**config.mk**
```make
export PLATFORM = sky130hd
export DESIGN_NAME = icache_flat
export DESIGN_NICKNAME = d
export VERILOG_FILES = /design/src/rtl/icache_pkg.sv /design/src/rtl/icache_if.sv /design/src/rtl/icache_array.sv /design/src/rtl/icache.sv /design/src/flat_wrapper.sv
export SDC_FILE = /design/constraint.sdc
export NUM_CORES = 2
export LEC_CHECK = 0
export BUFFER_PORTS_ARGS = -buffer_cell sky130_fd_sc_hd__buf_2
export CAP_MARGIN = 10
export CORE_ASPECT_RATIO = 1.75
export CORE_MARGIN = 2
export CORE_UTILIZATION = 35
export CTS_BUF_LIST = sky130_fd_sc_hd__clkbuf_8
export DETAILED_ROUTE_END_ITERATION = 10
export PLACE_DENSITY_LB_ADDON = 0.08
export SETUP_SLACK_MARGIN = 0.5
export SLEW_MARGIN = 20
export SYNTH_ARGS = -nofsm -noshare
export SYNTH_HDL_FRONTEND = slang
export SYNTH_SLANG_ARGS = --single-unit
```
**constraint.sdc**
```tcl
create_clock -name clk -period 15.5 [get_ports clk]
set_input_delay 3.1 -clock clk [delete_from_list [all_inputs] [get_ports clk]]
set_output_delay 3.1 -clock clk [all_outputs]
set_load 0.005 [all_outputs]
```
**src/rtl/icache_pkg.sv**
```systemverilog
// Shared parameters, FSM state type and PC field helpers for the direct-mapped instruction cache.
package icache_pkg;

    localparam int XLEN              = 32;
    localparam int ICACHE_INDEX_BITS = 6;
    localparam int ICACHE_TAG_BITS   = XLEN - ICACHE_INDEX_BITS - 1;
    localparam int ICACHE_ENTRIES    = 1 << ICACHE_INDEX_BITS;

    typedef enum logic {
        ST_IDLE    = 1'b0,
        ST_PENDING = 1'b1
    } icache_state_t;

    // Bit 0 is never part of the index or tag: fetch addresses are halfword aligned.
    function automatic logic [ICACHE_INDEX_BITS-1:0] pc_index(input logic [XLEN-1:0] pc);
        return pc[ICACHE_INDEX_BITS:1];
    endfunction

    function automatic logic [ICACHE_TAG_BITS-1:0] pc_tag(input logic [XLEN-1:0] pc);
        return pc[XLEN-1:ICACHE_INDEX_BITS+1];
    endfunction

endpackage

```
**src/rtl/icache_if.sv**
```systemverilog
// Fetcher / memory-return bundle seen by the icache; the cache is the slave side.
interface icache_if;
    import icache_pkg::*;

    logic            fet_icache_enable;
    logic [XLEN-1:0] fet_pc;
    logic            fet_mem_enable;
    logic            mem_inst_ready;
    logic [XLEN-1:0] mem_inst;
    logic            icache_ready;
    logic [XLEN-1:0] icache_inst;

    modport master (
        output fet_icache_enable, fet_pc, fet_mem_enable, mem_inst_ready, mem_inst,
        input  icache_ready, icache_inst
    );

    modport slave (
        input  fet_icache_enable, fet_pc, fet_mem_enable, mem_inst_ready, mem_inst,
        output icache_ready, icache_inst
    );

endinterface

```
**src/rtl/icache_array.sv**
```systemverilog
// Valid/tag/data storage: one combinational read port, one synchronous write port,
// synchronous clear of the valid bits.
module icache_array
    import icache_pkg::*;
(
    input  logic                         clk,
    input  logic                         i_clr,
    input  logic                         i_we,
    input  logic [ICACHE_INDEX_BITS-1:0] i_wr_idx,
    input  logic [ICACHE_TAG_BITS-1:0]   i_wr_tag,
    input  logic [XLEN-1:0]              i_wr_data,
    input  logic [ICACHE_INDEX_BITS-1:0] i_rd_idx,
    output logic                         o_rd_valid,
    output logic [ICACHE_TAG_BITS-1:0]   o_rd_tag,
    output logic [XLEN-1:0]              o_rd_data
);

    logic [ICACHE_ENTRIES-1:0]  r_valid;
    logic [ICACHE_TAG_BITS-1:0] r_tag  [ICACHE_ENTRIES];
    logic [XLEN-1:0]            r_data [ICACHE_ENTRIES];
    logic [ICACHE_ENTRIES-1:0]  w_wr_sel;

    generate
        for (genvar gi = 0; gi < ICACHE_ENTRIES; gi++) begin : g_wr_sel
            assign w_wr_sel[gi] = i_we && (i_wr_idx == ICACHE_INDEX_BITS'(gi));
        end
    endgenerate

    always_ff @(posedge clk) begin
        if (i_clr) begin
            r_valid <= '0;
        end else begin
            r_valid <= r_valid | w_wr_sel;
        end
    end

    // Tag/data carry no reset; an entry is only trusted once its valid bit is set.
    always_ff @(posedge clk) begin
        if (i_we) begin
            r_tag[i_wr_idx]  <= i_wr_tag;
            r_data[i_wr_idx] <= i_wr_data;
        end
    end

    assign o_rd_valid = r_valid[i_rd_idx];
    assign o_rd_tag   = r_tag[i_rd_idx];
    assign o_rd_data  = r_data[i_rd_idx];

endmodule

```
**src/rtl/icache.sv**
```systemverilog
// Direct-mapped instruction cache: zero-latency lookup plus a one-entry pending-miss fill tracker.
// Optional hit/miss counters are built when ICACHE_STAT_EN is defined.
module icache
    import icache_pkg::*;
(
    input  logic        clk,
    input  logic        rst,
    input  logic        rdy,
    icache_if.slave     bus
`ifdef ICACHE_STAT_EN
    ,
    output logic [31:0] icache_hit_cnt,
    output logic [31:0] icache_miss_cnt
`endif
);

    icache_state_t   r_state;
    logic [XLEN-1:0] r_miss_addr;

    logic                       w_clr;
    logic                       w_fill;
    logic                       w_rd_valid;
    logic [ICACHE_TAG_BITS-1:0] w_rd_tag;
    logic [XLEN-1:0]            w_rd_data;
    logic                       w_hit;

    // Reset only acts while the pipeline is enabled; rdy=0 freezes everything, rst included.
    assign w_clr  = rdy && rst;
    assign w_fill = rdy && !rst && (r_state == ST_PENDING) && bus.mem_inst_ready;

    icache_array u_array (
        .clk        (clk),
        .i_clr      (w_clr),
        .i_we       (w_fill),
        .i_wr_idx   (pc_index(r_miss_addr)),
        .i_wr_tag   (pc_tag(r_miss_addr)),
        .i_wr_data  (bus.mem_inst),
        .i_rd_idx   (pc_index(bus.fet_pc)),
        .o_rd_valid (w_rd_valid),
        .o_rd_tag   (w_rd_tag),
        .o_rd_data  (w_rd_data)
    );

    assign w_hit            = bus.fet_icache_enable && w_rd_valid && (w_rd_tag == pc_tag(bus.fet_pc));
    assign bus.icache_ready = w_hit;
    assign bus.icache_inst  = w_rd_data;

    // A new miss while one is outstanding is only accepted in the cycle the old one returns,
    // so the data in flight always lands at the address it was fetched for.
    always_ff @(posedge clk) begin
        if (rdy) begin
            if (rst) begin
                r_state     <= ST_IDLE;
                r_miss_addr <= '0;
            end else begin
                case (r_state)
                    ST_IDLE: begin
                        if (bus.fet_mem_enable) begin
                            r_miss_addr <= bus.fet_pc;
                            r_state     <= ST_PENDING;
                        end
                    end
                    ST_PENDING: begin
                        if (bus.mem_inst_ready) begin
                            if (bus.fet_mem_enable) begin
                                r_miss_addr <= bus.fet_pc;
                                r_state     <= ST_PENDING;
                            end else begin
                                r_state     <= ST_IDLE;
                            end
                        end
                    end
                    default: r_state <= ST_IDLE;
                endcase
            end
        end
    end

`ifdef ICACHE_STAT_EN
    logic [31:0] r_hit_cnt;
    logic [31:0] r_miss_cnt;

    always_ff @(posedge clk) begin
        if (rdy) begin
            if (rst) begin
                r_hit_cnt  <= '0;
                r_miss_cnt <= '0;
            end else begin
                if (w_hit) begin
                    r_hit_cnt <= r_hit_cnt + 32'd1;
                end
                if (bus.fet_mem_enable) begin
                    r_miss_cnt <= r_miss_cnt + 32'd1;
                end
            end
        end
    end

    assign icache_hit_cnt  = r_hit_cnt;
    assign icache_miss_cnt = r_miss_cnt;
`endif

endmodule

```
**src/flat_wrapper.sv**
```systemverilog
// flat-port wrapper written by rule: the top's interface ports become plain ports
module icache_flat import icache_pkg::*;
  (clk, rst, rdy, bus_fet_icache_enable, bus_fet_pc, bus_fet_mem_enable, bus_mem_inst_ready, bus_mem_inst, bus_icache_ready, bus_icache_inst);
  icache_if bus_i ();
  input  logic clk;
  input  logic rst;
  input  logic rdy;
  input wire logic [$bits(bus_i.fet_icache_enable)-1:0] bus_fet_icache_enable;
  input wire logic [$bits(bus_i.fet_pc)-1:0] bus_fet_pc;
  input wire logic [$bits(bus_i.fet_mem_enable)-1:0] bus_fet_mem_enable;
  input wire logic [$bits(bus_i.mem_inst_ready)-1:0] bus_mem_inst_ready;
  input wire logic [$bits(bus_i.mem_inst)-1:0] bus_mem_inst;
  output wire logic [$bits(bus_i.icache_ready)-1:0] bus_icache_ready;
  output wire logic [$bits(bus_i.icache_inst)-1:0] bus_icache_inst;
  assign bus_i.fet_icache_enable = bus_fet_icache_enable;
  assign bus_i.fet_pc = bus_fet_pc;
  assign bus_i.fet_mem_enable = bus_fet_mem_enable;
  assign bus_i.mem_inst_ready = bus_mem_inst_ready;
  assign bus_i.mem_inst = bus_mem_inst;
  assign bus_icache_ready = bus_i.icache_ready;
  assign bus_icache_inst = bus_i.icache_inst;
  icache u_core (.clk(clk), .rst(rst), .rdy(rdy), .bus(bus_i));
endmodule
```
# Word-level counts from Yosys, hierarchy flattened
# Memory sizes are Yosys's and may differ from the RTL's.
# Cells that the tools add are included.
# op_classes
bitwise	2
n_mux	10
n_lt_le_gt_ge	1
eq_ne	65
reduce_logical	73
# ops
op	count
6-bit equality test (second input constant)	32
6-bit by 5-bit equality test with 1-bit output (second input constant)	16
1-bit logical AND	70
32-bit 2-to-1 mux	2
64-bit bitwise OR	1
32-bit case mux with 2 select lines	1
6-bit by 4-bit equality test with 1-bit output (second input constant)	8
25-bit equality test	1
6-bit by 3-bit equality test with 1-bit output (second input constant)	4
6-bit by 2-bit equality test with 1-bit output (second input constant)	2
6-bit by 7-bit less-than comparator with 1-bit output (second input constant)	1
1-bit binary-select mux with 6-bit select	1
6-bit by 1-bit equality test with 1-bit output (second input constant)	1
6-bit logical NOT	1
1-bit 2-to-1 mux	5
3-bit inequality test (second input constant)	1
1-bit case mux with 2 select lines	1
2-bit AND reduction	1
1-bit logical NOT	1
1-bit NOT	1
# word_totals
regBits	97
output_inout_bits	33
mem_bits_rw	3648
elab_cells	156
in_bits	70
n_memories	2
# mem_list
memory	words	word_bits	read_ports	rd_clocked_by_memory_dff	write_ports	line_no	source
u_core.u_array.r_data	64	32	1	0	1	icache_array.sv:20	logic [XLEN-1:0] r_data [ICACHE_ENTRIES];
u_core.u_array.r_tag	64	25	1	0	1	icache_array.sv:19	logic [ICACHE_TAG_BITS-1:0] r_tag [ICACHE_ENTRIES];

# Longest topological paths before layout
# logic_depth
depth_word	6
mapped_depth	15
mapped_depth_nobuf	9

# Cells and area by module
# From an unflattened synthesis, not the netlist that was laid out.
# hier_totals
hier_cells	6136
hier_area_um2	142499.2
# modules_own_cells
module	seq_area_each_um2	cells_each	area_per_inst_um2	instances
icache_array	110826.3	5992	140756.2	1
icache	960.9	144	1742.9	1

# Worst setup path after synthesis
# No wires, ideal clock.
# synth_path
path_kind	input to output
startpoint	input bus_fet_pc[1]
endpoint	output bus_icache_inst[18]
t_arrival_ps	5863
cell_stages	8
required_ps	12400
setup_slack_ps	6537
path_buffers	5
cell_sequence	buf_6 > buf_6 > buf_4 > buf_2 > buf_1 > mux4_2 > mux4_2 > mux4_2
# synth_via
elab_chain_cells	1
# synth_lines
item	line_no	source
start: declaration	flat_wrapper.sv:9	input wire logic [$bits(bus_i.fet_pc)-1:0] bus_fet_pc;
memory 64 x 32 bit	--	
end: declaration	flat_wrapper.sv:14	output wire logic [$bits(bus_i.icache_inst)-1:0] bus_icache_inst;
# Every way passes these cells.

# Worst setup path after layout
# layout_path
startpoint	input bus_fet_pc[1]
endpoint	output bus_icache_ready
# layout_via
elab_chain_cells	4
elab_cells_between_ends	6
cone_classes	eq/ne (1); mux (2); reduce/logical (2); memory (1)
# layout_lines
item	line_no	source
parallel branches: the longest is 3 deep, another holds memory 64 x 25 bit	--	
1-bit logical AND *	icache.sv:44	assign w_hit = bus.fet_icache_enable && w_rd_valid && (w_rd_tag == pc_tag(bus.fet_pc));
end: declaration	flat_wrapper.sv:13	output wire logic [$bits(bus_i.icache_ready)-1:0] bus_icache_ready;
# Every way passes the cells marked *. The select of a mux whose other input is x is not followed.

==> results.yml <==
drt:
  drc: 0
  vias_per_cell: 5.57
  totalWireLength_um: 468000
  final_antenna_net_count: 0
  wl_per_cell_um: 37.6
  vias: 69300
  drt_first_pass_iters: 5
  drt_iter0_drc: 6605
place:
  hpwlAfterDp_um: 255000
  dp.cells: 11500
  place_area_sq_um: 151000
  io_buffers: 101
  routabilityCongestion: 0.773
synth:
  ys_async_sr_fraction_pct: 0
  synth-main-ff-cell: "edfxtp_1"
  ys_ff_latch: 3744
  yosysWarningCount: 0
  ys_top_cells_by_count: "edfxtp_1 (3680), mux4_2 (983), mux2i_1 (246)"
  ys_seq_area_share_pct: 78.0
  syn_area_sq_um: 143000
  avgSynthCellArea_sq_um: 23.3
  ys_types: 66
  synth_cells: 6146
  synth_nets: 6216
  yosysTopAreaCellShare_pct: 77.1
  synth.area.top_cells: "edfxtp_1 (77%), mux4_2 (15%), mux2i_1 (1.7%), dfxtp_1 (0.89%), nor2_1 (0.57%)"
  yosys.area.top_type: "edfxtp_1"
  yosysMostFrequentCell: "edfxtp_1"
  synth_edf_count: 3680
timing:
  min_period_ns: 12.40
  max_freq_mhz: 80.7
  worst_slew_pin_slew_ns: 1.13
  drv_slew: 0
  skew_ns: 0.0480
  rsz0062_at_grt: "false"
  post-route-period-util_pct: 80.0
  finalSetupViolations: 0
  slew_headroom_pct: 22.4
  finalHoldViolCount: 0
  tns_ns: 0
die:
  dieArea_sq_um: 415000
  start_util_pct: 35.2
  fp.dieW_um: 488
  core_sq_um: 407000
  ioPinCount: 103
  rows: 310
  die_height_um: 851
clock_network:
  cts_hold_buf: 0
  cts.sinks: 3744
  cts.htree.levels: 6
  cts_tree: "yes"
  cts_buffers: 571
  worstSkewPairLatency_ns: 1.12
  max-clock-path-buffers: 4
  root_buffer: "clkbuf_8"
  clkTransAtPathRegs_ns: 0.06
  cts_resized: 0
  post-cts-setup-buffers: 0
final_layout:
  drive_gt1_share_pct: 30.1
  area_growth_pct: 12.7
  fin_area_sq_um: 162000
  nFillCells: 36300
  layout.nets: 6810
  final_cells: 12400
outcome:
  status: "finished clean"
min_path:
  hold_class: "reg2reg"
critical_path:
  required_ns: 12.40
  crit_chain: "buf_12, buf_12, buf_4, mux4_2, mux2i_1, o21ai_0, o22ai_2, xnor2_1, a2111oi_1, buf_4, nand4_1, nor4_2, buf_2"
  cp_slowest_stage_delay_ns: 0.94
  critPathLaunchType: "primary input"
  critPathMaxFanout: 88
  worstPathArrival_ns: 9.30
  crit_family: "buffers and inverters"
  cp-end-kind: "primary output"
  critical_path_class: "in2out"
  crit_buf_inv: 5
  cp_slowest_cell: "a2111oi_1"
power:
  vdd.ir_drop.worst_mv: 0.0688
  power.total_mw: 19.8
  leakagePower_nw: 50.7
  power_density_nw_per_um2: 122
global_route:
  grt_pass1_wl_um: 634000
  grt_pass1_vias: 73600
  antenna_found_initial: 23
  grt_max_degree: 100
  grt_util_all_layers_pct: 22.3
  overflow: 0
flow_run:
  max_cap_violations: 0
-- final cells by class --
cell class / instances / area, sq um / share of cell area (%)
Antenna cell: 5 / 12.5 / 0.00774
Clock buffer: 602 / 8290 / 5.13
Clock inverter: 357 / 1740 / 1.08
Inverter: 6 / 22.5 / 0.0139
Multi-Input combinational cell: 2058 / 30300 / 18.8
Sequential cell: 3744 / 112000 / 69.2
Tap cell: 5304 / 6640 / 4.11
Timing Repair Buffer: 359 / 2750 / 1.70
-- registers in the layout, indices dropped and copies added, names as in the netlist --
signal / cells
u_core.u_array.r_tag: 1600
u_core.u_array.r_valid: 64
u_core.r_state: 1
u_core.u_array.r_data: 2048
u_core.r_miss_addr: 31
-- stage by stage --
stage	hold slack, ns	util (%)	worst slack [ns]
after floorplan	0.431	-	6.54
after global placement	0.446	37.2	2.96
after detailed placement	0.455	37.2	2.94
after CTS	0.472	39.6	2.92
after global routing	0.494	39.7	2.88
final	0.466	39.7	3.10
-- worst paths after layout --
check	from	to	slack, ns	cells after the start
max	bus_fet_pc[1]	bus_icache_ready	3.10	13
min	u_core.u_array.r_valid[2]	u_core.u_array.r_valid[2]	0.47	2
max reg2reg	u_core.r_state	u_core.u_array.r_tag[31][15]	10.45	7
min reg2reg	u_core.u_array.r_valid[2]	u_core.u_array.r_valid[2]	0.47	2
-- kinds of logic (layout without fill, tap and decap cells) --
family | count (synthesis) | in the layout | share of synthesized area (%)
mux | 1279 | 1279 | 17.7
xor+xnor | 18 | 18 | 0.110
flops | 3744 | 3744 | 78.0
compound gates | 329 | 329 | 1.59
other cells | 0 | 5 | 0
buf+inv | 344 | 1324 | 1.22
simple gates | 432 | 432 | 1.40
-- cells in the final DEF, fill, tap and decap left out, drive strengths merged, types with 5 or more instances in the layout --
cell type  count
a22oi         89
bufinv         9
mux2i        246
nor2b         23
a31oi         18
o22ai         37
diode          5
mux2          39
inv          175
nand2         56
mux4         994
nand4         11
o21ai         22
a22o           7
nand2b        17
a21oi         70
a211oi        11
clkinvlp      12
clkbuf       602
or2            5
clkinv       167
nand3         34
xnor2         12
xor2           6
nor3          17
a2111oi       10
and2           7
and3          11
o211ai         6
nor2         218
dfxtp         64
o221ai        19
a221oi        18
edfxtp      3680
nor4          13
buf          359
-- per-layer routing --
| layer | global-route usage, % | part of all wire, % |
|---|---|---|
| met1 | 27.8 | 39 |
| met4 | 6.46 | 3.0 |
| met5 | 0 | 0.0073 |
| met3 | 2.79 | 4.2 |
| met2 | 40.5 | 53 |
-- power by group --
| group | switching [mW] | leakage (nW) | internal, mW | total (mW) |
|---|---|---|---|---|
| Combinational | 0.632 | 11.2 | 0.366 | 0.998 |
| Sequential | 0.0103 | 33.7 | 11.2 | 11.2 |
| Clock | 3.89 | 5.73 | 3.72 | 7.61 |
| Total | 4.53 | 50.7 | 15.2 | 19.8 |
-- worst register-to-register path: stages (launching register included) --
cell and delay, ns:
edfxtp_1 0.36, inv_1 0.08, nor3_1 0.74, and2_1 0.34
nand3_1 0.64, nor2_4 0.90, buf_4 0.77, buf_4 0.75
(Power assumes the default switching activity.)
